**src/rtl/pc_seq_ctrl.sv**
```systemverilog
// pc_seq_ctrl - fetch/decode/execute sequencer for the program counter.
//
// Runs each instruction from program memory through fetch, decode and
// execute. It resolves the branch opcodes (JMP, JZE, JNE, JCY, BSR, RET) and
// owns the return stack used by BSR/RET. It drives the PC datapath with a
// hold/increment/load command and a load target.
//
// Ports
//   i_clk        system clock, rising edge
//   i_rst        synchronous active-high reset
//   i_enable     run enable; low freezes state and forces strobes to 0
//   i_ir         instruction word from program memory
//   i_ir_valid   i_ir holds the word at i_pc_cur (only looked at in FETCH)
//   i_ccr        ALU flags: [3] N, [2] Z, [1] unused, [0] CY
//   i_pc_cur     current PC register value
//   o_fetch_en   program-memory read request
//   o_exec_en    one-cycle execute strobe for non-branch instructions
//   o_pc_op      00 hold, 01 increment, 10 load o_pc_target
//   o_pc_target  load address, non-zero only while o_pc_op = 10
//   o_stack_cnt  occupied return-stack entries
//   o_err_ovf    sticky: BSR issued with the stack full
//   o_err_unf    sticky: RET issued with the stack empty
//
// state  | meaning
// IDLE   | after reset, waiting for enable
// FETCH  | reading memory, latch ir on ir_valid
// DECODE | resolve JMP/BSR/RET, route the rest
// COND   | conditional jump resolved on this cycle's flags
// EXEC   | datapath executes a non-branch instruction
module pc_seq_ctrl #(
  parameter int ADDR_W      = 12,
  parameter int INSTR_W     = 24,
  parameter int STACK_DEPTH = 4
) (
  input  logic                           i_clk,
  input  logic                           i_rst,
  input  logic                           i_enable,
  input  logic [INSTR_W-1:0]             i_ir,
  input  logic                           i_ir_valid,
  input  logic [3:0]                     i_ccr,
  input  logic [ADDR_W-1:0]              i_pc_cur,
  output logic                           o_fetch_en,
  output logic                           o_exec_en,
  output logic [1:0]                     o_pc_op,
  output logic [ADDR_W-1:0]              o_pc_target,
  output logic [$clog2(STACK_DEPTH):0]   o_stack_cnt,
  output logic                           o_err_ovf,
  output logic                           o_err_unf
);

  localparam int CNT_W = $clog2(STACK_DEPTH) + 1;
  localparam int IDX_W = CNT_W - 1;
  localparam int OPC_W = INSTR_W - ADDR_W;

  localparam logic [2:0] S_IDLE   = 3'd0;
  localparam logic [2:0] S_FETCH  = 3'd1;
  localparam logic [2:0] S_DECODE = 3'd2;
  localparam logic [2:0] S_COND   = 3'd3;
  localparam logic [2:0] S_EXEC   = 3'd4;

  localparam logic [1:0] PC_HOLD = 2'b00;
  localparam logic [1:0] PC_INC  = 2'b01;
  localparam logic [1:0] PC_LOAD = 2'b10;

  localparam logic [OPC_W-1:0] OP_JMP = OPC_W'(12'h800);
  localparam logic [OPC_W-1:0] OP_JZE = OPC_W'(12'h801);
  localparam logic [OPC_W-1:0] OP_JNE = OPC_W'(12'h802);
  localparam logic [OPC_W-1:0] OP_JCY = OPC_W'(12'h803);
  localparam logic [OPC_W-1:0] OP_RET = OPC_W'(12'h804);
  localparam logic [OPC_W-1:0] OP_BSR = OPC_W'(12'h805);

  logic [2:0]         r_state;
  logic [INSTR_W-1:0] r_ir_q;
  logic [ADDR_W-1:0]  r_stack [STACK_DEPTH];
  logic [CNT_W-1:0]   r_stack_cnt;
  logic               r_err_ovf;
  logic               r_err_unf;

  logic [2:0]         w_state_nxt;
  logic [OPC_W-1:0]   w_opc;
  logic [ADDR_W-1:0]  w_imm;
  logic               w_full;
  logic               w_empty;
  logic [IDX_W-1:0]   w_tos_idx;
  logic [IDX_W-1:0]   w_push_idx;
  logic [ADDR_W-1:0]  w_tos;
  logic               w_cond_ok;
  logic               w_ld_ir;
  logic               w_push;
  logic               w_pop;
  logic               w_set_ovf;
  logic               w_set_unf;
  logic               w_fetch_en;
  logic               w_exec_en;
  logic [1:0]         w_pc_op;
  logic [ADDR_W-1:0]  w_pc_target;
  logic               w_unused;

  assign w_opc      = r_ir_q[INSTR_W-1:ADDR_W];
  assign w_imm      = r_ir_q[ADDR_W-1:0];
  assign w_full     = (r_stack_cnt == CNT_W'(STACK_DEPTH));
  assign w_empty    = (r_stack_cnt == '0);
  // With an empty stack the index wraps; the value is never used then.
  assign w_tos_idx  = IDX_W'(r_stack_cnt - CNT_W'(1));
  assign w_push_idx = IDX_W'(r_stack_cnt);
  assign w_tos      = r_stack[w_tos_idx];
  assign w_unused   = i_ccr[1];

  // Flags are taken from the COND cycle, one cycle after decode, so the
  // ALU has settled from the previous instruction.
  always_comb begin
    w_cond_ok = 1'b0;
    case (w_opc)
      OP_JZE:  w_cond_ok = i_ccr[2];
      OP_JNE:  w_cond_ok = i_ccr[3];
      OP_JCY:  w_cond_ok = i_ccr[0];
      default: w_cond_ok = 1'b0;
    endcase
  end

  always_comb begin
    w_state_nxt = r_state;
    w_fetch_en  = 1'b0;
    w_exec_en   = 1'b0;
    w_pc_op     = PC_HOLD;
    w_pc_target = '0;
    w_ld_ir     = 1'b0;
    w_push      = 1'b0;
    w_pop       = 1'b0;
    w_set_ovf   = 1'b0;
    w_set_unf   = 1'b0;
    if (i_enable) begin
      case (r_state)
        S_IDLE: w_state_nxt = S_FETCH;
        S_FETCH: begin
          w_fetch_en = 1'b1;
          if (i_ir_valid) begin
            w_ld_ir     = 1'b1;
            w_state_nxt = S_DECODE;
          end
        end
        S_DECODE: begin
          w_state_nxt = S_FETCH;
          case (w_opc)
            OP_JMP: begin
              w_pc_op     = PC_LOAD;
              w_pc_target = w_imm;
            end
            OP_JZE, OP_JNE, OP_JCY: w_state_nxt = S_COND;
            OP_RET: begin
              if (!w_empty) begin
                w_pop       = 1'b1;
                w_pc_op     = PC_LOAD;
                w_pc_target = w_tos;
              end else begin
                w_set_unf = 1'b1;
                w_pc_op   = PC_INC;
              end
            end
            OP_BSR: begin
              if (!w_full) begin
                w_push      = 1'b1;
                w_pc_op     = PC_LOAD;
                // Relative call; carry out of the address width is dropped.
                w_pc_target = i_pc_cur + w_imm;
              end else begin
                w_set_ovf = 1'b1;
                w_pc_op   = PC_INC;
              end
            end
            default: w_state_nxt = S_EXEC;
          endcase
        end
        S_COND: begin
          w_state_nxt = S_FETCH;
          if (w_cond_ok) begin
            w_pc_op     = PC_LOAD;
            w_pc_target = w_imm;
          end else begin
            w_pc_op = PC_INC;
          end
        end
        S_EXEC: begin
          w_exec_en   = 1'b1;
          w_pc_op     = PC_INC;
          w_state_nxt = S_FETCH;
        end
        default: w_state_nxt = S_IDLE;
      endcase
    end
  end

  always_ff @(posedge i_clk) begin
    if (i_rst) begin
      r_state     <= S_IDLE;
      r_ir_q      <= '0;
      r_stack_cnt <= '0;
      r_err_ovf   <= 1'b0;
      r_err_unf   <= 1'b0;
    end else begin
      r_state <= w_state_nxt;
      if (w_ld_ir) begin
        r_ir_q <= i_ir;
      end
      if (w_push) begin
        r_stack_cnt <= r_stack_cnt + CNT_W'(1);
      end else if (w_pop) begin
        r_stack_cnt <= r_stack_cnt - CNT_W'(1);
      end
      if (w_set_ovf) begin
        r_err_ovf <= 1'b1;
      end
      if (w_set_unf) begin
        r_err_unf <= 1'b1;
      end
    end
  end

  // Stack storage needs no reset: only entries below the count are read.
  always_ff @(posedge i_clk) begin
    if (!i_rst && w_push) begin
      r_stack[w_push_idx] <= i_pc_cur + ADDR_W'(1);
    end
  end

  assign o_fetch_en  = w_fetch_en;
  assign o_exec_en   = w_exec_en;
  assign o_pc_op     = w_pc_op;
  assign o_pc_target = w_pc_target;
  assign o_stack_cnt = r_stack_cnt;
  assign o_err_ovf   = r_err_ovf;
  assign o_err_unf   = r_err_unf;

endmodule

```
**config.mk**
```make
export PLATFORM = sky130hd
export DESIGN_NAME = pc_seq_ctrl
export DESIGN_NICKNAME = d
export VERILOG_FILES = /design/src/rtl/pc_seq_ctrl.sv
export SDC_FILE = /design/constraint.sdc
export NUM_CORES = 1
export LEC_CHECK = 0
export CORE_UTILIZATION = 49
export CTS_CLUSTER_DIAMETER = 60
export DETAILED_ROUTE_END_ITERATION = 10
export GPL_TIMING_DRIVEN = 0
export PLACE_DENSITY = 0.76
export SLEW_MARGIN = 25
export SYNTH_ARGS = -nofsm -noshare
export SYNTH_HDL_FRONTEND = slang
export SYNTH_SLANG_ARGS = --single-unit
export TNS_END_PERCENT = 20
```
**constraint.sdc**
```tcl
create_clock -name i_clk -period 2.5 [get_ports i_clk]
set_input_delay 0.5 -clock i_clk [delete_from_list [all_inputs] [get_ports i_clk]]
set_output_delay 0.5 -clock i_clk [all_outputs]
set_load 0.01 [all_outputs]
```
==> results.txt <==
----------------------------------------------------
[Worst setup path]
  Critical path cell sequence ... ha_4, fa_2, a21o_1, a221o_1, o21ai_2, nand3_2, a221oi_2, buf_2
  Kind of critical path ... reg -> out
  Endpoint type of the worst setup path ... output port
  Master of the slowest instance on the critical path ... sky130_fd_sc_hd__a221o_1
  Critical path's largest stage delay ... 0.37 ns
  Startpoint kind of the worst setup timing path ... register
  Highest net fanout along the worst path ... 3
  Worst flop-to-flop path endpoint ... r_stack[2][9]
  Crit path required time ... 2.00 ns
  Worst flop-to-flop path startpoint ... r_ir_q[17]
  Worst R2R Path Depth ... 7
  WP data arrival ... 2.61 ns
  R2R Setup Slk ... -0.01 ns

[Yosys]
  Dominant cell type by area after synthesis ... sky130_fd_sc_hd__edfxtp_1
  Most area-consuming cells after synthesis ... sky130_fd_sc_hd__edfxtp_1 34%, sky130_fd_sc_hd__dfxtp_1 15%, sky130_fd_sc_hd__mux4_2 6.4%, sky130_fd_sc_hd__nand2_1 6.1%, sky130_fd_sc_hd__ha_1 5.0%
  Number of synthesized flops with an enable pin ... 48
  Post-synthesis async set-or-reset flop share ... 0%
  Flops & latches, synth ... 80
  Synthesized cell area ... 0.004232 mm^2
  Fraction of the yosys area taken by sequential cells ... 49.20%
  Mean post-synth cell area ... 10.58 um^2
  Number of distinct library cells after synthesis ... 57
  Synth warnings ... 0
  Area share of the largest cell type after synthesis ... 34.06%
  Most used DFF post-synth ... sky130_fd_sc_hd__edfxtp_1
  Synthesized instance count ... 400
  Total nets after synthesis ... 462

[Timing]
  Worst hold slack ... 0.4630 ns
  Maximum clock frequency ... 321.8 MHz
  PnR worst setup slack ... -0.6077 ns
  Crit share post-route ... 124.3%
  Setup TNS ... -5.430 ns
  Crit path time final ... 3.108 ns
  Number of slew-limit violations in the final report ... 0
  Slew HR ... 40.32%
  Worst Max-Slew Pin Slew ... 0.8883 ns
  Final hold vios ... 0
  Post-route clock skew ... 0.01025 ns
  RSZ-0062 raised after global routing ... yes
  Number of setup violations in the final report ... 20

[CTS]
  H-tree levels ... 3
  Buffer levels on the longest clock path ... 2
  Hold buffers post-CTS ... 0
  Worst-skew pair later-pin latency ... 0.37 ns
  Library cell used as clock root buffer ... sky130_fd_sc_hd__clkbuf_8
  Number of buffers created by CTS ... 9
  Number of sinks driven by the clock tree ... 80
  Clock slew at the register clock pins of the worst setup and hold paths ... 0.09 ns
  Clock tree from TritonCTS ... built

[Outcome]
  Violations in the final reports ... negative setup slack
  Result of the run ... finished, violations left

[Route]
  Post-detailed-route DRC marker count ... 0
  Total number of vias ... 3816
  Avg Vias per Cell ... 6.215
  Per-cell routed wire length ... 20.86 um
  Residual antenna-violating net count after detailed routing ... 0
  First-pass iteration count of the detailed router ... 5
  Iteration-0 DRC Markers ... 286
  Drt total wl ... 12.81 mm

[Floorplan]
  Effective utilization at floorplan ... 50.99%
  Standard-cell row count ... 33
  Core ar. ... 0.008299 mm^2
  Vert. Die Dim ... 94.93 um
  Die Footprint ... 0.009012 mm^2
  DIE WIDTH ... 94.93 um
  Num ports ... 65

[Global route]
  Via count of the first global-routing pass ... 3556
  First-pass GRT wire length ... 18.17 mm
  Largest net degree at the start of global routing ... 15
  Number of antenna violations at the first check in global routing ... 0
  Total congestion overflow after global routing ... 0
  Global-route total usage across every layer ... 27.46%

[Finish]
  Area added between synthesis and finish ... 37.14%
  Fraction of layout instances using a drive strength above 1 ... 31.63%
  Filler cells ... 596
  Most common cell after layout, fill and taps aside ... sky130_fd_sc_hd__nand2_1
  Number of antenna cells inserted ... 0
  Non-filler instance count after layout ... 614
  Non-Filler Cell Area, Final ... 0.005803 mm^2
  Most frequent cells in the layout ... 68 x sky130_fd_sc_hd__nand2_1, 48 x sky130_fd_sc_hd__edfxtp_1, 38 x sky130_fd_sc_hd__clkdlybuf4s50_1
  # nets final ... 567

[Placed design]
  Count of buffers inserted at the top-level ports ... 62
  Cell area reported after detailed placement ... 0.005020 mm^2
  Half-perimeter wire length of the detailed placement result ... 7.770 mm
  GP Congestion ... 0.9531
  Placed insts ... 567

[Power]
  Pwr/cell area ... 465.8 mW/mm^2
  Pleak ... 2.004 nW
  Max IR drop VDD ... 0.0003656 V
  Overall Power ... 0.002703 W

[Min path]
  Hold Crit Start ... r_ir_q[22]
  Worst hold path stage count ... 2
  Type of the tightest min-delay check ... reg -> reg
  Worst-case hold path end point ... r_ir_q[22]

[Run]
  Number of max-capacitance violations reported ... 0

----------------------------------------------------
==> synth_stat cells (2+ instances only) <==
cell                        count
sky130_fd_sc_hd__nor4_1         4
sky130_fd_sc_hd__clkbuf_1      11
sky130_fd_sc_hd__o21a_1         3
sky130_fd_sc_hd__nor2_1        24
sky130_fd_sc_hd__buf_2          5
sky130_fd_sc_hd__xor2_1         8
sky130_fd_sc_hd__nor2_2         3
sky130_fd_sc_hd__mux4_2        12
sky130_fd_sc_hd__nand4_1        3
sky130_fd_sc_hd__and2_1         5
sky130_fd_sc_hd__o21ai_0        5
sky130_fd_sc_hd__inv_1          7
sky130_fd_sc_hd__a21oi_2        2
sky130_fd_sc_hd__edfxtp_1      48
sky130_fd_sc_hd__nor3b_1        3
sky130_fd_sc_hd__dfxtp_1       32
sky130_fd_sc_hd__or3_1          2
sky130_fd_sc_hd__or4_4          2
sky130_fd_sc_hd__nor3_1         7
sky130_fd_sc_hd__o22ai_1        4
sky130_fd_sc_hd__nand3_1        7
sky130_fd_sc_hd__a211oi_1       3
sky130_fd_sc_hd__nand2b_1       6
sky130_fd_sc_hd__a21oi_1       37
sky130_fd_sc_hd__mux2i_1        2
sky130_fd_sc_hd__a2bb2oi_1      3
sky130_fd_sc_hd__nand2_1       69
sky130_fd_sc_hd__a22oi_1       12
sky130_fd_sc_hd__o21bai_1       3
sky130_fd_sc_hd__o21ai_1        7
sky130_fd_sc_hd__nor2b_1        4
sky130_fd_sc_hd__a211o_1        2
sky130_fd_sc_hd__ha_1          17
sky130_fd_sc_hd__a21o_1         3
sky130_fd_sc_hd__xnor2_1       13
==> repair_timing <==
item,CTS,global route
pin swaps,25,20
cloned,1,0
endpoints found under the setup margin,64,63
resized for setup,124,45
buffers inserted,19,12
==> stage by stage <==
stage	setup WS, ns	utilization [%]
floorplan	-0.09821	-
global placement	-1.359	60.49
detailed placement	-1.374	60.49
CTS	-0.5806	67.21
global route	-0.6463	69.92
finish	-0.6077	69.92
==> power by group <==
| group | switching, W | internal [W] | total, W |
|---|---|---|---|
| registers | 0.0000165 | 0.00141 | 0.00143 |
| logic | 0.000159 | 0.000148 | 0.000306 |
| clock network | 0.000511 | 0.000461 | 0.000972 |
| total | 0.000686 | 0.00202 | 0.00270 |
==> layer usage <==
layer  global-route usage [%]  wire length, um  vias up
met5                        0                0        -
met4                    11.49              482        0
met3                    5.395              902       51
met2                    44.54             6299      220
met1                    35.89             5123     1853
li1                         -                -     1692
==> final cells by class <==
cell class,instances,area [um^2],share of cell area (%)
inverter,7,30.03,0.5175
multi-input combinational,296,2437,42.00
tap,105,131.4,2.264
sequential,80,2101,36.20
clock inverter,6,70.07,1.207
clock buffer,9,123.9,2.135
buffer,17,125.1,2.156
timing repair buffer,94,784.5,13.52
==> logic make-up after synthesis <==
family                   synth area share, %
flip-flops                             49.20
multiplexers                           6.860
buffers and inverters                  2.454
AND/OR/NAND/NOR                        16.94
AO/OA/AOI/OAI                          14.70
XOR/XNOR                               4.347
adder cells (fa/ha/maj)                5.500
==> flip-flops by register name (all words and copies together) (netlist names) <==
name	cells
o_err_ovf	1
r_stack	48
o_err_unf	1
r_state	3
o_stack_cnt	3
r_ir_q	24
==> worst max path at each step <==
| stage | cells after the start | start | end |
|---|---|---|---|
| 2_1_floorplan | 7 | i_pc_cur[0] | o_pc_target[8] |
| 6_report | 8 | r_ir_q[0] | o_pc_target[8] |
| 3_5_place_dp | 9 | i_pc_cur[0] | o_pc_target[8] |
| 3_3_place_gp | 9 | i_pc_cur[0] | o_pc_target[8] |
| 5_1_grt | 9 | i_pc_cur[6] | o_pc_target[9] |
| 4_1_cts | 8 | r_ir_q[0] | o_pc_target[8] |
==> worst max-delay path, delay by kind of cell, from the launching register on <==
kind | cells | cell delay [ns]
buffers and inverters | 1 | 0.18
adder cells (fa/ha/maj) | 2 | 0.51
AO/OA/AOI/OAI | 4 | 1.06
flip-flops | 1 | 0.36
AND/OR/NAND/NOR | 1 | 0.11
Note: power is estimated with default switching activity, not from simulation.
